## src/rtl/sum_acc_pkg.sv

```systemverilog
// ---------------------------------------------------------------------------
// sum_acc_pkg
//
// Shared definitions for the sum accumulator that sits directly after the top
// adder tree.
//
// Contents:
//   acc_state_e : state encoding for the accumulate / hold controller
//   clog2       : ceiling log2 used to size the result and count fields
// ---------------------------------------------------------------------------
package sum_acc_pkg;

    // ACCUM collects samples; HOLD presents a finished block until taken.
    typedef enum logic {
        ACCUM = 1'b0,
        HOLD  = 1'b1
    } acc_state_e;

    // Ceiling log2 for elaboration-time sizing. Returns 0 for values <= 1.
    function automatic int clog2(input int value);
        int result;
        int remaining;
        result    = 0;
        remaining = value - 1;
        while (remaining > 0) begin
            result    = result + 1;
            remaining = remaining >>> 1;
        end
        return result;
    endfunction

endpackage : sum_acc_pkg

```

## src/rtl/sum_accumulator.sv

```systemverilog
// ---------------------------------------------------------------------------
// sum_accumulator
//
// Adds up blocks of N unsigned samples coming out of the top adder tree and
// presents each block sum with a valid/ready handshake. A block normally
// closes when its Nth sample is accepted; flush closes a non-empty block
// early. The result appears one cycle after the closing sample and is held
// stable until the downstream consumer takes it.
//
// Parameters:
//   W  : input sample width
//   N  : samples per block (N >= 2)
//
// Ports:
//   clk        in   rising-edge clock for all state
//   rst_n      in   asynchronous active-low reset
//   in_valid   in   sample present on in_data
//   in_data    in   [W-1:0] unsigned sample
//   in_ready   out  a sample is accepted this cycle when in_valid is also 1
//   flush      in   close the current block early
//   out_valid  out  out_data / out_count hold a completed result
//   out_data   out  [W+clog2(N)-1:0] block sum
//   out_count  out  [clog2(N):0] samples contained in out_data
//   out_ready  in   downstream takes the result this cycle
// ---------------------------------------------------------------------------
module sum_accumulator
    import sum_acc_pkg::*;
#(
    parameter int W = 6,
    parameter int N = 4
) (
    input  logic                    clk,
    input  logic                    rst_n,
    input  logic                    in_valid,
    input  logic [W-1:0]            in_data,
    output logic                    in_ready,
    input  logic                    flush,
    output logic                    out_valid,
    output logic [W+clog2(N)-1:0]   out_data,
    output logic [clog2(N):0]       out_count,
    input  logic                    out_ready
);

    // N*(2^W-1) fits in W+clog2(N) bits, so the running sum can never wrap.
    localparam int ACC_W = W + clog2(N);
    // One extra bit over clog2(N) so the count can reach N itself.
    localparam int CNT_W = clog2(N) + 1;

    localparam logic [CNT_W-1:0] BLOCK_LEN = CNT_W'(N);

    acc_state_e         state_q;
    acc_state_e         state_d;
    logic [ACC_W-1:0]   acc_q;
    logic [ACC_W-1:0]   acc_d;
    logic [CNT_W-1:0]   count_q;
    logic [CNT_W-1:0]   count_d;
    logic [ACC_W-1:0]   out_data_q;
    logic [ACC_W-1:0]   out_data_d;
    logic [CNT_W-1:0]   out_count_q;
    logic [CNT_W-1:0]   out_count_d;

    logic               accept;
    logic [ACC_W-1:0]   sum_next;
    logic [CNT_W-1:0]   count_next;
    logic               close_block;

    // The state register is already forced to ACCUM while reset is held, so
    // reset only needs to gate the ready output itself; acceptance is derived
    // from state alone to keep rst_n out of the flop data paths.
    assign accept    = in_valid && (state_q == ACCUM);
    assign in_ready  = rst_n && (state_q == ACCUM);
    assign out_valid = (state_q == HOLD);
    assign out_data  = out_data_q;
    assign out_count = out_count_q;

    // Running totals including any sample accepted this cycle.
    assign sum_next   = acc_q + (accept ? ACC_W'(in_data) : '0);
    assign count_next = count_q + CNT_W'(accept);

    // A block closes on its Nth sample, or on flush once it holds at least
    // one sample (counting a sample that arrives alongside the flush).
    assign close_block = (count_next == BLOCK_LEN) ||
                         (flush && (count_next != '0));

    always_ff @(posedge clk or negedge rst_n) begin
        if (!rst_n) begin
            state_q     <= ACCUM;
            acc_q       <= '0;
            count_q     <= '0;
            out_data_q  <= '0;
            out_count_q <= '0;
        end else begin
            state_q     <= state_d;
            acc_q       <= acc_d;
            count_q     <= count_d;
            out_data_q  <= out_data_d;
            out_count_q <= out_count_d;
        end
    end

    // On closing, the result moves to the output registers and the running
    // totals clear at once, so returning from HOLD needs no extra clearing.
    // In HOLD, in_valid and flush have no influence at all.
    always_comb begin
        state_d     = state_q;
        acc_d       = acc_q;
        count_d     = count_q;
        out_data_d  = out_data_q;
        out_count_d = out_count_q;

        unique case (state_q)
            ACCUM: begin
                if (close_block) begin
                    state_d     = HOLD;
                    out_data_d  = sum_next;
                    out_count_d = count_next;
                    acc_d       = '0;
                    count_d     = '0;
                end else begin
                    acc_d   = sum_next;
                    count_d = count_next;
                end
            end
            HOLD: begin
                if (out_ready) begin
                    state_d = ACCUM;
                end
            end
            default: begin
                state_d = ACCUM;
            end
        endcase
    end

endmodule : sum_accumulator

```

## config.mk

```make
export PLATFORM = sky130hd
export DESIGN_NAME = sum_accumulator
export DESIGN_NICKNAME = d
export VERILOG_FILES = /design/src/rtl/sum_acc_pkg.sv /design/src/rtl/sum_accumulator.sv
export SDC_FILE = /design/constraint.sdc
export NUM_CORES = 1
export LEC_CHECK = 0
export BUFFER_PORTS_ARGS = -buffer_cell sky130_fd_sc_hd__buf_2
export CAP_MARGIN = 40
export CORE_MARGIN = 1
export CORE_UTILIZATION = 54
export DETAILED_ROUTE_END_ITERATION = 8
export MAX_ROUTING_LAYER = met4
export PLACE_DENSITY = 0.85
export SLEW_MARGIN = 10
export SYNTH_ARGS = -nofsm -noshare
export SYNTH_HDL_FRONTEND = slang
export SYNTH_SLANG_ARGS = --single-unit
export TNS_END_PERCENT = 100
```

## constraint.sdc

```tcl
create_clock -name clk -period 2.35 [get_ports clk]
set_input_delay 0.3525 -clock clk [delete_from_list [all_inputs] [get_ports clk]]
set_output_delay 0.3525 -clock clk [all_outputs]
set_load 0.02 [all_outputs]
```

# Word-level counts from Yosys, hierarchy flattened
# Cells that the tools add are included.
dict set report totals {
  input_bits 11
  ff_bits 23
  output_inout_bits 13
  wordCells 21
}
dict set report op_classes {
  n_eq_ne 1
  reduce_logical 6
  bitwise 1
  addsub 2
  n_mux 6
}
# op n
set ops {}
lappend ops {{$add 8x6->8} 1}
lappend ops {{$mux 8} 1}
lappend ops {{$mux 6} 1}
lappend ops {{$add 3x1->3} 1}
lappend ops {{$eq 3x3->1 const B} 1}
lappend ops {{$logic_and 1x1->1} 3}
lappend ops {{$mux 3} 1}
lappend ops {{$reduce_bool 3->1} 1}
lappend ops {{$mux 1} 2}
lappend ops {{$pmux 1 s2} 1}
lappend ops {{$reduce_and 2->1} 1}
lappend ops {{$logic_or 1x1->1} 1}
lappend ops {{$not 1->1} 1}

# Logic depth before layout (Yosys ltp)
# Gate-level depths: netlist (run 1).
dict set report logic_depth {
  ltp_word 8
  ltp_mapped 9
  ltp_nobuf 9
}

# Worst setup path after synthesis (run 1)
# Ideal clock, no wire load.
dict set report synth_path {
  path_type {reg2reg}
  from {register state_q (netlist: out_valid)}
  to {register out_data_q[6] (netlist: out_data[6])}
  t_arrival_ns 2.181
  period_less_slack_ns 2.273
  path_buffers 2
  t_required_ns 2.258
  setup_ns 0.092
  path_slack_ns 0.077
  path_stages_with_launch 9
  path_cell_list {dfrtp_1 > nor2b_1 > ha_1 > ha_1 > o21ba_2 > a211o_1 > buf_2 > buf_6 > o31ai_2}
}
dict set report synth_between {
  elab_chain_cells 7
  word_cells_on_any_way 10
  cone_classes {add/sub: 2; eq/ne: 1; mux: 1; bitwise: 1; reduce/logical: 5}
}
# item line
set synth_lines {}
lappend synth_lines {{from (decl)} sum_accumulator.sv:51} ;# acc_state_e state_q;
lappend synth_lines {{from (signal assigned)} sum_accumulator.sv:93} ;# state_q <= state_d;
lappend synth_lines {{$not 1->1 (no source line) (*)} --}
lappend synth_lines {{$logic_and 1x1->1 (*)} sum_accumulator.sv:70} ;# assign accept = in_valid && (state_q == ACCUM);
lappend synth_lines {{$add 3x1->3 (*)} sum_accumulator.sv:78} ;# assign count_next = count_q + CNT_W'(accept);
lappend synth_lines {{via count_next[1]} sum_accumulator.sv:64} ;# logic [CNT_W-1:0] count_next;
lappend synth_lines {{$reduce_bool 3->1} sum_accumulator.sv:83} ;# (flush && (count_next != '0));
lappend synth_lines {{$logic_and 1x1->1} sum_accumulator.sv:83}
lappend synth_lines {{$logic_or 1x1->1 (*)} sum_accumulator.sv:82} ;# assign close_block = (count_next == BLOCK_LEN) ||
lappend synth_lines {{$reduce_and 2->1 (no source line) (*)} --}
lappend synth_lines {{to (signal assigned)} sum_accumulator.sv:96} ;# out_data_q <= out_data_d;
lappend synth_lines {{to (decl)} sum_accumulator.sv:57} ;# logic [ACC_W-1:0] out_data_q;
# The timed path passes the listed nets; every way through them passes the cells marked *.
# A chain may end at the register's enable or synchronous reset.

# Worst setup path after layout (run 1)
dict set report layout_path {
  from {register state_q (netlist: out_valid)}
  to {register out_count_q[1] (netlist: out_count[1])}
}
dict set report layout_between {
  elab_chain_cells 7
  word_cells_on_any_way 8
  cone_classes {add/sub: 1; eq/ne: 1; bitwise: 1; reduce/logical: 5}
}
# item line
set layout_lines {}
lappend layout_lines {{$not 1->1 (no source line) (*)} --}
lappend layout_lines {{$logic_and 1x1->1 (*)} sum_accumulator.sv:70}
lappend layout_lines {{$add 3x1->3 (*)} sum_accumulator.sv:78}
lappend layout_lines {{via count_next[1]} sum_accumulator.sv:64}
lappend layout_lines {{$reduce_bool 3->1} sum_accumulator.sv:83}
lappend layout_lines {{$logic_and 1x1->1} sum_accumulator.sv:83}
lappend layout_lines {{$logic_or 1x1->1} sum_accumulator.sv:82}
lappend layout_lines {{$reduce_and 2->1 (no source line)} --}
lappend layout_lines {{to (signal assigned)} sum_accumulator.sv:97} ;# out_count_q <= out_count_d;
lappend layout_lines {{to (decl)} sum_accumulator.sv:59} ;# logic [CNT_W-1:0] out_count_q;
# Marks and branches as above.

==> results.ini, run 1 <==
[route]
drt-total-wl_um = 2740
via_per_inst = 5.91
drc = 0
first_iter_violations = 33
wl_per_cell_um = 15.2
firstDrtPassIters = 4
drtAntennaViolNets = 0
route.vias.total = 1063

[critical_path]
crit_path_frequent_cell = ha_1
cp_slowest_cell = a211o_1
max_stage_delay_ps = 490
required_ps = 2560
path_max_fanout = 17
worstSetupPathDepth = 6
cp.arrival_ps = 2410
start_kind = flip-flop
worstSetupPathType = reg -> reg
worst-path-buf-inv = 0
end_kind = flip-flop
path_cells = nor2b_2 > ha_1 > ha_1 > o21ba_2 > a211o_1 > mux2_2
reg2regPathDepth = 6
crit_family = compound AO/OA/AOI/OAI gates

[cts]
clock-sinks = 23
clkLatencyLatePin_ps = 310
htree_levels = 1
cts-root-buf = clkbuf_4
clkTransAtPathRegs_ps = 130
cts_max_path_buffers = 2
tritoncts = done
cts_setup_buffers = 0
numCtsBuffers = 3

[layout]
final_cell_count_no_fill = 180
final_nets = 173
diodes = 0
fillers = 193
drive_gt1_share_pct = 26.3
finish.utilization_pct = 66.5
area_delta_synth_final_pct = 15.2
stdcell_area_um2 = 1470

[die]
ios = 24
die_x_um = 50.6
coreArea_um2 = 2210
die-area_um2 = 2560
die_y_um = 50.6
initial_utilization_pct = 57.7
rows = 17

[sta]
clock_skew_ps = 9.73
rsz0062_at_grt = no
finalCritPeriodShare_pct = 93.8
tightest_slew_ps = 547
setup_tns_ps = 0
layout_min_cycle_time_ps = 2200
maxSlewHeadroom_pct = 63.5
maxSlewViolCount = 0
setup_viol = 0
hold_viol_final = 0
max_freq_mhz = 454

[synth]
yosys_register_bits = 23
yosys_warnings = 0
synth_area_um2 = 1280
synth.top_cells.by_count = 23 x dfrtp_1, 15 x nand2_1, 11 x o21ai_0, 8 x ha_1, 7 x inv_1
synthTopCellsByArea = dfrtp_1 45%, ha_1 7.8%, mux2_2 4.4%, nand2_1 4.4%, o21ai_0 4.3%
ys.flop_type = dfrtp_1
syn_inst = 124
synth_top_area_cell = dfrtp_1
ys_seq_area_share_pct = 45.1
syn-mean-instance-area_um2 = 10.3
async_flop_share_pct = 100
yosysTopAreaCellShare_pct = 45.1
synth_cell_type_count = 34
yosysMostFrequentCell = dfrtp_1
synth_edf_count = 0
synth.net_count = 144

[power_and_ir_drop]
leakage_nw = 0.757
p_int_w = 0.000966
power_w = 0.00175
p_per_area_nw_per_um2 = 1190
irDropWorstVdd_uv = 754
switching_share_pct = 44.8
power.switching_w = 0.000785
p_clk_share_pct = 10.7
seq_power_share_pct = 35.1
comb_power_share_pct = 54.1

[grt]
grt_pass1_wl_um = 4590
use_met3_pct = 3.94
antenna_found_initial = 0
grt_max_degree = 24
grt_pass1_vias = 1036
grt_util_met1_pct = 31.3
track_usage_pct = 25.5
gr-total-overflow = 0
met2_usage_pct = 40.4
grt_busiest_layer = met2

[min_path]
worstHoldPathType = in -> async

[flow_run]
drv_cap = 0

[placed_design]
port_buffers = 23
dp.cells = 176
dp_hpwl_um = 2030
dpl_cell_area_um2 = 1440
gp_congestion = 0.839

[run_status]
status = finished, final reports clean

==> registers in the layout, summed over array words and instances, names as in the netlist <==
signal and flops:
acc_q 8, out_valid 1, out_count 3, count_q 3, out_data 8
==> per-layer routing <==
metal | up-vias | part of all wire (%)
met2 | 32 | 50
met5 | - | 0
li1 | 509 | -
met3 | 8 | 4.4
met1 | 514 | 44
met4 | 0 | 2.4
==> metrics by stage <==
step | worst slack (ps) | hold WS, ps
finish | 146 | 38.1
CTS | 54.3 | 60.0
floorplan | 77.2 | 56.9
detailed placement | -8.08 | 400
global route | 26.4 | 59.7
global placement | 75.2 | 405
==> final timing paths <==
path	slack, ps	to	startpoint
hold reg to reg	490	out_count[2]$_DFFE_PN0P_	out_count[2]$_DFFE_PN0P_
setup / recovery	150	out_count[1]$_DFFE_PN0P_	out_valid$_DFF_PN0_
setup reg to reg	150	out_count[1]$_DFFE_PN0P_	out_valid$_DFF_PN0_
min in group clk	200	out_valid$_DFF_PN0_	out_ready
max in group asynchronous	2080	out_count[0]$_DFFE_PN0P_	rst_n
hold / removal	40	out_data[6]$_DFFE_PN0P_	rst_n
==> cell usage in the layout, fill, tap and decap left out, types with 2 or more instances in the layout <==
| master | netlist | layout |
|---|---|---|
| a21oi_1 | 5 | 5 |
| a22o_1 | 5 | 5 |
| and2_1 | 5 | 5 |
| buf_2 | 1 | 23 |
| buf_4 | 0 | 4 |
| clkbuf_4 | 0 | 3 |
| dfrtp_1 | 23 | 23 |
| ha_1 | 8 | 8 |
| inv_1 | 7 | 7 |
| mux2_2 | 5 | 5 |
| nand2_1 | 15 | 15 |
| nor2b_1 | 4 | 2 |
| nor2b_2 | 0 | 2 |
| nor3_1 | 5 | 5 |
| o21a_1 | 3 | 3 |
| o21ai_0 | 11 | 11 |
| o31ai_1 | 5 | 5 |
| xnor2_1 | 2 | 2 |
| xor2_1 | 2 | 2 |
==> power groups by stage <==
stage	combinational [W]	sequential (W)	clock (W)
after floorplan	0.000599	0.000704	0
after global placement	0.000894	0.000611	0
after detailed placement	0.000927	0.000621	0
after CTS	0.000934	0.000613	0.000184
after global routing	0.00104	0.000629	0.000200
final	0.000948	0.000616	0.000187
==> kinds of logic after synthesis <==
| group | after synthesis | synth area share, % |
|---|---|---|
| AO/OA/AOI/OAI | 41 | 22.5 |
| buffers and inverters | 10 | 3.63 |
| multiplexers | 6 | 5.20 |
| flip-flops | 23 | 45.1 |
| XOR/XNOR | 4 | 2.75 |
| adder cells (fa/ha/maj) | 9 | 9.41 |
| AND/OR/NAND/NOR | 31 | 11.5 |
==> layout make-up <==
type,count,area (um2),area share (%)
repair buffers,27,145,9.87
clock buffers,4,26.3,1.79
flip-flops and latches,23,576,39.1
well taps,28,35.0,2.38
multi-input cells,91,662,45.0
inverters,7,26.3,1.79
==> repair_timing <==
action | 4_1_cts | 5_1_grt
endpoints found under the setup margin | 0 | 7
resized for setup | 0 | 4
hold buffers | 0 | 0
==> worst reg2reg max path: cells and delay by family (launching register included) <==
| kind | cells | cell delay (ps) |
|---|---|---|
| AO/OA/AOI/OAI | 2 | 750 |
| adder cells (fa/ha/maj) | 2 | 470 |
| flip-flops | 1 | 410 |
| multiplexers | 1 | 360 |
| AND/OR/NAND/NOR | 1 | 130 |
Note: power is estimated with default switching activity, not from simulation.
==> run 2: changes to the inputs <==
Settings changed: GPL_TIMING_DRIVEN from default to 0.
==> run 2 against run 1 <==
Count of clock-buffer cells in the layout is the same. Critical path depth grew 2. Wire length grew 2.4%. Via count shrank 1.1%. Worst hold slack gained 160 ps.
==> results.ini, run 2 (same netlist as run 1, synthesis figures left out) <==
[power_and_ir_drop]
leakage_nw = 0.765
power_w = 0.00183
p_per_area_nw_per_um2 = 1210
irDropWorstVdd_uv = 1020

[critical_path]
crit_path_start = out_valid$_DFF_PN0_
cp.arrival_ps = 2470
reg2reg_setup_slack_ps = 110
r2r-start = out_valid$_DFF_PN0_
required_ps = 2590
worstReg2RegEnd = out_data[6]$_DFFE_PN0P_
worstSetupPathType = reg -> reg
crit_end = out_data[6]$_DFFE_PN0P_
start_kind = flip-flop
reg2regPathDepth = 8
end_kind = flip-flop
path_max_fanout = 10

[placed_design]
dp_slack_ps = -190
port_buffers = 23
dp_hpwl_um = 2040
gp_congestion = 0.812
dpl_cell_area_um2 = 1430

[die]
initial_utilization_pct = 57.7
die_y_um = 50.6
coreArea_um2 = 2210
ios = 24
die_x_um = 50.6
die-area_um2 = 2560
rows = 17

[cts]
clock-sinks = 23
cts-root-buf = clkbuf_4
cts_max_path_buffers = 2
numCtsBuffers = 3
clkLatencyLatePin_ps = 310
tritoncts = done
htree_levels = 1
clkTransAtPathRegs_ps = 130

[grt]
grt_pass1_vias = 1037
grt_pass1_wl_um = 4510
antenna_found_initial = 0
grt_max_degree = 25
gr-total-overflow = 0
track_usage_pct = 24.9

[run_status]
status = finished, final reports clean

[route]
first_iter_violations = 24
drt-total-wl_um = 2810
drtAntennaViolNets = 0
route.vias.total = 1051
drc = 0
via_per_inst = 5.77
firstDrtPassIters = 4
wl_per_cell_um = 15.4

[flow_run]
drv_cap = 0

[min_path]
hold_depth = 2
worstHoldPathType = in -> reg
min_from = out_ready

[layout]
stdcell_area_um2 = 1510
area_delta_synth_final_pct = 18.5
final_nets = 175
drive_gt1_share_pct = 27.9
final_common_cell = buf_2
final_cell_mix = 23 x buf_2, 22 x dfrtp_1, 15 x nand2_1
diodes = 0

[sta]
maxSlewViolCount = 0
tightest_slew_ps = 547
clock_skew_ps = 2.44
rsz0062_at_grt = no
setup_viol = 0
finalWorstSetupSlack_ps = 113
hold_viol_final = 0
whs_ps = 196
finalCritPeriodShare_pct = 95.2
maxSlewHeadroom_pct = 63.1
max_freq_mhz = 447
layout_min_cycle_time_ps = 2240

-- run 2: area by class of cell --
type	count	area, um2
fillers	198	699
clock buffers	4	26.3
plain buffers	3	22.5
multi-input cells	91	686
flip-flops and latches	23	577
inverters	7	26.3
repair buffers	26	140
well taps	28	35.0
-- run 2: layer usage --
| layer | vias to the layer above | part of all wire, % | GRT usage, % |
|---|---|---|---|
| li1 | 507 | - | - |
| met1 | 507 | 41 | 31.4 |
| met2 | 33 | 53 | 38.7 |
| met3 | 4 | 5.4 | 4.55 |
| met4 | 0 | 0.89 | 12.0 |
| met5 | - | 0 | - |
-- run 2: worst max-delay path: stages (launching register included) --
cell      delay (ps)
dfrtp_2          480
nor2b_4          180
ha_1             210
ha_4             220
o21ba_2          240
a211o_1          260
clkbuf_4         190
buf_6            150
o31ai_2          220
-- run 2: worst min path at each step --
stage / endpoint / slack [ps]
floorplan: acc_q[0]$_DFFE_PN0N_ / 60
global placement: out_data[6]$_DFFE_PN0P_ / 350
detailed placement: out_data[6]$_DFFE_PN0P_ / 350
CTS: out_valid$_DFF_PN0_ / 200
global route: out_valid$_DFF_PN0_ / 190
finish: out_valid$_DFF_PN0_ / 200
-- run 2: where the power goes --
part           total (W)  internal (W)  switching, W  leakage, nW
registers       0.000628      0.000534     0.0000939        0.303
logic            0.00101      0.000424      0.000589        0.447
clock network   0.000191     0.0000664      0.000124       0.0150
total            0.00183       0.00102      0.000808        0.765
-- run 2: metrics by stage --
step / std cells / TNS, ps / util (%)
after detailed placement: 175 / -1860 / 64.5
after floorplan: 124 / 0 / -
final: 182 / 0 / 68.4
after global placement: 175 / -803 / 64.5
after CTS: 180 / 0 / 66.5
after global routing: 182 / 0 / 68.4
-- run 2: repair_timing --
| action | CTS | global route |
|---|---|---|
| buffers inserted | 0 | 2 |
| hold buffers | 1 | 0 |
| gates resized for setup | 2 | 6 |
| endpoints found under the hold margin | 12 | 0 |
| setup endpoints to repair | 16 | 8 |
